**src/rtl/mem_access_stage.sv**
```systemverilog
// MEM-stage data-memory access: byte enables, lane replication, load extract/extend, ALU pass-through.
// Latency: ALU result 1 cycle; memory op 1 cycle after request plus memory wait cycles (2 with zero-wait ack).
// Backpressure: stall holds EX/MEM from request issue until mem_ack; timeout aborts after TIMEOUT cycles.
module mem_access_stage #(
  parameter int TIMEOUT   = 200,
  parameter int TIMEOUT_W = 8
) (
  input  logic        clk,
  input  logic        Reset,
  input  logic        ex_valid,
  input  logic        ex_memread,
  input  logic        ex_memwrite,
  input  logic [1:0]  ex_size,
  input  logic        ex_unsigned,
  input  logic [31:0] ex_addr,
  input  logic [31:0] ex_wdata,
  input  logic [31:0] ex_result,
  output logic        mem_req,
  output logic        mem_we,
  output logic [31:0] mem_addr,
  output logic [3:0]  mem_be,
  output logic [31:0] mem_wdata,
  input  logic        mem_ack,
  input  logic [31:0] mem_rdata,
  output logic        stall,
  output logic        wb_valid,
  output logic [31:0] wb_data,
  output logic        misalign,
  output logic        mem_err
);

  typedef enum logic {IDLE, ACCESS} state_t;

  state_t               state_q, state_d;
  logic [TIMEOUT_W-1:0] cnt_q, cnt_d;
  logic [1:0]           size_q, size_d;
  logic                 uns_q, uns_d;
  logic [1:0]           off_q, off_d;
  logic                 req_d, we_d, wbv_d, mis_d, err_d;
  logic [31:0]          addr_d, wdata_d, wbd_d;
  logic [3:0]           be_d;

  logic                 access, aligned;
  logic [3:0]           be_new;
  logic [31:0]          wdata_new, ld_word, byte_sh, half_sh;

  assign access = ex_valid & (ex_memread | ex_memwrite);

  always_comb begin
    case (ex_size)
      2'b00:   aligned = 1'b1;
      2'b01:   aligned = ~ex_addr[0];
      default: aligned = (ex_addr[1:0] == 2'b00);
    endcase
  end

  // Loads always fetch the whole word; lanes are picked on the way back.
  always_comb begin
    be_new    = 4'b1111;
    wdata_new = ex_wdata;
    if (ex_memwrite) begin
      case (ex_size)
        2'b00: begin
          be_new    = 4'b0001 << ex_addr[1:0];
          wdata_new = {4{ex_wdata[7:0]}};
        end
        2'b01: begin
          be_new    = ex_addr[1] ? 4'b1100 : 4'b0011;
          wdata_new = {2{ex_wdata[15:0]}};
        end
        default: begin
          be_new    = 4'b1111;
          wdata_new = ex_wdata;
        end
      endcase
    end
  end

  always_comb begin
    byte_sh = mem_rdata >> {off_q, 3'b000};
    half_sh = mem_rdata >> {off_q[1], 4'b0000};
    case (size_q)
      2'b00:   ld_word = uns_q ? {24'h0, byte_sh[7:0]}  : {{24{byte_sh[7]}}, byte_sh[7:0]};
      2'b01:   ld_word = uns_q ? {16'h0, half_sh[15:0]} : {{16{half_sh[15]}}, half_sh[15:0]};
      default: ld_word = mem_rdata;
    endcase
  end

  always_comb begin
    state_d = state_q;
    cnt_d   = cnt_q;
    size_d  = size_q;
    uns_d   = uns_q;
    off_d   = off_q;
    req_d   = mem_req;
    we_d    = mem_we;
    addr_d  = mem_addr;
    be_d    = mem_be;
    wdata_d = mem_wdata;
    wbv_d   = 1'b0;
    wbd_d   = wb_data;
    mis_d   = 1'b0;
    err_d   = 1'b0;
    stall   = 1'b0;
    case (state_q)
      IDLE: begin
        if (access && aligned) begin
          req_d   = 1'b1;
          we_d    = ex_memwrite;
          addr_d  = {ex_addr[31:2], 2'b00};
          be_d    = be_new;
          wdata_d = wdata_new;
          size_d  = ex_size;
          uns_d   = ex_unsigned;
          off_d   = ex_addr[1:0];
          cnt_d   = '0;
          state_d = ACCESS;
          stall   = 1'b1;
        end else if (access) begin
          mis_d = 1'b1;
        end else if (ex_valid) begin
          wbv_d = 1'b1;
          wbd_d = ex_result;
        end
      end
      ACCESS: begin
        stall = ~mem_ack;
        cnt_d = cnt_q + TIMEOUT_W'(1);
        if (mem_ack) begin
          req_d   = 1'b0;
          state_d = IDLE;
          if (!mem_we) begin
            wbv_d = 1'b1;
            wbd_d = ld_word;
          end
        end else if (cnt_q == TIMEOUT_W'(TIMEOUT - 1)) begin
          req_d   = 1'b0;
          err_d   = 1'b1;
          state_d = IDLE;
        end
      end
      default: state_d = IDLE;
    endcase
  end

  always_ff @(posedge clk) begin
    if (Reset) begin
      state_q   <= IDLE;
      cnt_q     <= '0;
      size_q    <= 2'b00;
      uns_q     <= 1'b0;
      off_q     <= 2'b00;
      mem_req   <= 1'b0;
      mem_we    <= 1'b0;
      mem_addr  <= 32'h0;
      mem_be    <= 4'h0;
      mem_wdata <= 32'h0;
      wb_valid  <= 1'b0;
      wb_data   <= 32'h0;
      misalign  <= 1'b0;
      mem_err   <= 1'b0;
    end else begin
      state_q   <= state_d;
      cnt_q     <= cnt_d;
      size_q    <= size_d;
      uns_q     <= uns_d;
      off_q     <= off_d;
      mem_req   <= req_d;
      mem_we    <= we_d;
      mem_addr  <= addr_d;
      mem_be    <= be_d;
      mem_wdata <= wdata_d;
      wb_valid  <= wbv_d;
      wb_data   <= wbd_d;
      misalign  <= mis_d;
      mem_err   <= err_d;
    end
  end

endmodule

```
**config.mk**
```make
export PLATFORM = sky130hd
export DESIGN_NAME = mem_access_stage
export DESIGN_NICKNAME = d
export VERILOG_FILES = /design/src/rtl/mem_access_stage.sv
export SDC_FILE = /design/constraint.sdc
export NUM_CORES = 1
export LEC_CHECK = 0
export CAP_MARGIN = 20
export CORE_MARGIN = 3
export CORE_UTILIZATION = 39
export CTS_CLUSTER_SIZE = 10
export DETAILED_ROUTE_END_ITERATION = 8
export PLACE_DENSITY = 0.77
export SETUP_SLACK_MARGIN = 0.02
export SYNTH_ARGS = -nofsm -noshare
export SYNTH_HDL_FRONTEND = slang
export SYNTH_SLANG_ARGS = --single-unit
```
**constraint.sdc**
```tcl
create_clock -name clk -period 1.83 [get_ports clk]
set_clock_uncertainty 0.15 [all_clocks]
set_input_delay 0.549 -clock clk [delete_from_list [all_inputs] [get_ports clk]]
set_output_delay 0.549 -clock clk [all_outputs]
set_load 0.02 [all_outputs]
```
# Word-level counts from Yosys, hierarchy flattened
# Index checks and enable logic that the tools add are counted.
[op_classes]
n_eq_ne = 10
n_addsub = 1
n_shift = 3
n_reduce_logical = 9
n_bitwise = 5
n_mux = 34
[op_table]
columns = ["cell", "count"]
rows = [
  ["two-way mux 32 bit", 8],
  ["one-hot mux 32 bit (2 select lines)", 3],
  ["right shift 32 x 5 -> 16 bit", 1],
  ["right shift 32 x 5 -> 8 bit", 1],
  ["one-hot mux 8 bit (2 select lines)", 1],
  ["two-way mux 1 bit", 13],
  ["!= test 2 bit (second input constant)", 6],
  ["one-hot mux 1 bit (2 select lines)", 5],
  ["adder 8 x 1 -> 8 bit (second input constant)", 1],
  ["equality test 8 bit (second input constant)", 1],
  ["two-way mux 4 bit", 2],
  ["two-way mux 8 bit", 1],
  ["one-hot mux 4 bit (2 select lines)", 1],
  ["zero test 2 bit", 3],
  ["OR reduction 3 bit", 2],
  ["AND reduction 5 bit", 1],
  ["equality test 2 x 1 -> 1 bit (second input constant)", 2],
  ["AND reduction 2 bit", 2],
  ["left shift 1 x 2 -> 4 bit (first input constant)", 1],
  ["!= test 3 x 2 -> 1 bit (second input constant)", 1],
  ["inverter 1 bit", 3],
  ["AND 1 bit", 1],
  ["logical AND 1 bit", 1],
  ["bitwise OR 1 bit", 1],
]
[word_totals]
input_bits = 137
register_bits = 117
output_inout_bits = 106
elab_cells = 76

# Logic depth before layout (Yosys ltp)
[depth]
depth_word = 6
mapped_depth = 7

# Worst setup path after synthesis
# No wires, ideal clock.
[synth_timing]
path_type = "input -> output"
start = "in ex_memwrite"
end = "out stall"
t_arrival_ns = 1.285
slack_ns = -0.154
n_path_buf = 1
stages = 4
cell_sequence = "o21a_1 > o211ai_1 > clkbuf_1 > nand2_1"
[synth_between]
elab_chain_cells = 5
[synth_lines]
columns = ["element", "line_no", "rtl"]
rows = [
  ["start: declaration", "12", "input logic ex_memwrite,"],
  ["bitwise OR 1 bit", "47", "assign access = ex_valid & (ex_memread | ex_memwrite);"],
  ["AND 1 bit", "47", ""],
  ["logical AND 1 bit", "107", "if (access && aligned) begin"],
  ["two-way mux 1 bit", "107", ""],
  ["one-hot mux 1 bit (2 select lines)", "105", "case (state_q)"],
  ["end: declaration", "25", "output logic stall,"],
]
# No other way between the ends.

# Worst setup path in the final report
[layout_timing]
start = "in ex_addr[0]"
end = "out stall"
[layout_between]
elab_chain_cells = 5
elab_cells_between_ends = 6
[layout_lines]
columns = ["element", "line_no", "rtl"]
rows = [
  ["start: declaration", "15", "input logic [31:0] ex_addr,"],
  ["zero test 2 bit or inverter 1 bit (tied branches)", "53, 52", ""],
  ["one-hot mux 1 bit (2 select lines) *", "50", "case (ex_size)"],
  ["logical AND 1 bit *", "107", ""],
  ["two-way mux 1 bit *", "107", ""],
  ["one-hot mux 1 bit (2 select lines) *", "105", ""],
]
# Every way passes the cells marked *; elsewhere a longest branch is shown, timed or not.

==> metrics.csv <==
stage,metric,value,unit
pwr,combPwrFrac,0.230,
placement,port_buffers,240,
logic_synthesis,avgSynthCellArea,8.20,µm²
logic_synthesis,ys_async_sr_fraction,0,
timing,final.setup.tns,-0.145,ns
timing,fin_crit,1.97,ns
logic_synthesis,synth_top_family_by_area,simple AND/OR/NAND/NOR gates,
pwr,seqPwrFrac,0.358,
global_routing,grt_max_degree,84,
pwr,power_density,784,mW/mm²
routing,wl_per_cell,18.5,µm
placement,dp_hpwl,14.2,mm
routing,via_count,6540,
timing,timing.fmax,0.508,GHz
layout,mostFrequentLayoutCell,nand2_1,
clock_network,cts_root_buffer,clkbuf_16,
logic_synthesis,ys_warn_count,0,
logic_synthesis,yosysUniqueCellTypes,57,
timing,rsz0062_at_grt,true,
logic_synthesis,synthFlopType,dfxtp_1,
worst_hold_path,hp-class,reg -> reg,
global_routing,overflow,0,
floorplan,die_area,0.0162,mm²
placement,routabilityCongestion,0.829,
global_routing,grt_pass1_wl,33.2,mm
setup_path,critPathLaunchType,input pin,
logic_synthesis,synth_xor_area_frac,0.00152,
floorplan,coreArea,0.0141,mm²
setup_path,crit_arrival,1.27,ns
timing,slew_violations,0,
pwr,switching_share,0.301,
logic_synthesis,synthAdderAreaFrac,0.00218,
floorplan,num_io_pins,243,
pwr,internal-power,0.00541,W
pwr,pwr-share-clk,0.412,
layout,nNetsFinal,1129,
clock_network,cts.path.max_buffers,2,
logic_synthesis,synthMuxAreaShare,0.0468,
timing,fin_ws,-0.139,ns
global_routing,grt_util_all_layers,0.256,
setup_path,critPathKind,in -> out,
global_routing,antenna_found_initial,2,
timing,setup_violations,2,
clock_network,cts_sinks,117,
pwr,p_sw,0.00232,W
setup_path,cp_data_required_time,1.13,ns
floorplan,die_h,127,µm
routing,vias_per_cell,5.51,
routing,drtIter0Drc,564,
logic_synthesis,synthCells,701,
flow_run,cap_violations,0,
floorplan,start_util,0.406,
logic_synthesis,synth-compound-area-share,0.239,
setup_path,crit_slowest_cell,buf_4,
clock_network,cts_made_buffers,17,
status,violations,negative setup slack,
placement,preCtsSetupSlack,-1.07,ns
logic_synthesis,synth_edf_count,0,
setup_path,critical_path_buf_inv_count,3,
routing,routed_wl,21.9,mm
pwr,ir_drop,685,µV
timing,final_hold_viol_count,0,
pwr,power,0.00773,W
setup_path,crit_family,buffers and inverters,
clock_network,worstSkewPairLatency,0.42,ns
layout,layout-drive-gt1-share,0.249,
logic_synthesis,ys_seq_elements,117,
setup_path,cp_cell_sequence,"buf_4, a21oi_2, o211ai_1, buf_4, nand2_2, buf_6",
logic_synthesis,synth-seq-area-share,0.408,
floorplan,rows,43,
routing,ant_nets,0,
clock_network,htreeDepth,4,
setup_path,cp_max_fo,5,
routing,first_pass_iters,6,
pwr,leakagePower,3.82,nW
global_routing,grt_pass1_vias,6346,
routing,drcViolationCount,0,
logic_synthesis,synth_area,0.00575,mm²
layout,syn2layout_area_growth,71.6,%
logic_synthesis,yosys.area_share.simple,0.243,
setup_path,endpoint_kind,primary output,
status,outcome,finished with violations,
floorplan,die_w,127,µm
clock_network,path_clk_slew,0.06,ns
setup_path,critical_path.most_common_cell,buf_4,
layout,final_cell_mix,"nand2_1, clkdlybuf4s50_1, dfxtp_1",
timing,finalCritPeriodShare,1.08,
clock_network,cts_tree,built,
setup_path,cp_slowest_stage_delay,0.16,ns
kinds of logic after synthesis:
group,Yosys count
adder cells (fa/ha/maj),1
multiplexers,26
XOR/XNOR,1
AND/OR/NAND/NOR,277
other,1
flip-flops,117
buffers and inverters,69
AO/OA/AOI/OAI,209
synth_stat cells, types with 2 or more instances:
cell | number | share of area
a2111oi_0 | 7 | 0.011
a211oi_1 | 9 | 0.012
a21oi_1 | 99 | 0.086
a221oi_1 | 7 | 0.011
a22oi_1 | 7 | 0.0091
a311oi_1 | 4 | 0.0061
and3_1 | 2 | 0.0022
buf_1 | 9 | 0.0059
buf_2 | 20 | 0.017
buf_4 | 4 | 0.0052
buf_6 | 5 | 0.0098
clkbuf_1 | 27 | 0.018
dfxtp_1 | 117 | 0.41
inv_1 | 3 | 0.0020
mux2_2 | 7 | 0.014
mux2i_1 | 19 | 0.033
nand2_1 | 135 | 0.088
nand2b_1 | 11 | 0.012
nand3_1 | 5 | 0.0044
nand3b_1 | 41 | 0.054
nor2_1 | 23 | 0.015
nor2b_1 | 11 | 0.012
nor3_1 | 25 | 0.022
nor3b_1 | 3 | 0.0039
nor4_1 | 9 | 0.0098
o21a_1 | 2 | 0.0026
o21ai_0 | 37 | 0.032
o221ai_1 | 8 | 0.012
o31ai_1 | 8 | 0.010
o31ai_2 | 9 | 0.020
or2_2 | 2 | 0.0022
power groups by stage:
stage,combinational [W],clock [W],sequential (W)
6_report,0.00178,0.00318,0.00277
5_1_grt,0.00189,0.00332,0.00278
4_1_cts,0.00173,0.00322,0.00276
3_5_place_dp,0.00162,0,0.00282
3_3_place_gp,0.00160,0,0.00281
2_1_floorplan,0.000598,0,0.00297
metal layers:
layer	up-vias	GRT usage	wire length, µm
met1	3039	0.312	8500
met5	-	0	0
met3	66	0.0807	1900
met2	327	0.413	10700
li1	3108	-	-
met4	0	0.120	791
state kept, by name (all words and copies together), names as in the netlist, 2 cells and up:
name and cells:
mem_addr 30, size_q 2, off_q 2, mem_wdata 32, wb_data 32, mem_be 4
cnt_q 8
final cells by class:
type                       instances  area [µm²]
sequential                       117        2350
fill                            1079        4290
clock buffer                      19         453
tap                              180         225
multi-input combinational        516        3480
timing repair buffer             335        3210
inverter                           4        17.5
antenna                            2        5.00
clock inverter                    13         114
what timing repair did:
action | CTS | global route
buffers inserted | 14 | 7
setup endpoints to repair | 216 | 160
gates cloned | 4 | 0
pin swaps | 29 | 14
resized for setup | 255 | 126
hold buffers | 0 | 0
final timing paths:
path / start / to / depth (start not counted) / slack, ns
max: ex_addr[0] / stall / 6 / -0.14
min: mem_addr[9] / mem_addr[9] / 2 / 0.30
max reg2reg: off_q[0] / wb_data[31] / 9 / -0.01
min reg2reg: mem_addr[9] / mem_addr[9] / 2 / 0.30
worst reg2reg max path: cells and delay by family, from the launching register on:
kind,cells,cell delay (ns)
AO/OA/AOI/OAI,2,0.40
flip-flops,1,0.33
buffers and inverters,5,0.65
AND/OR/NAND/NOR,1,0.03
multiplexers,1,0.19
metrics by stage:
step                cell area [µm²]  cells  hold slack (ns)  utilization
floorplan                      5760    702            0.302            -
global placement               8740   1135            0.290        0.618
detailed placement             8740   1135            0.296        0.618
CTS                            9750   1183            0.300        0.689
global route                   9860   1186            0.314        0.697
finish                         9860   1186            0.299        0.697
No activity file was read; power rests on OpenSTA's default activity.
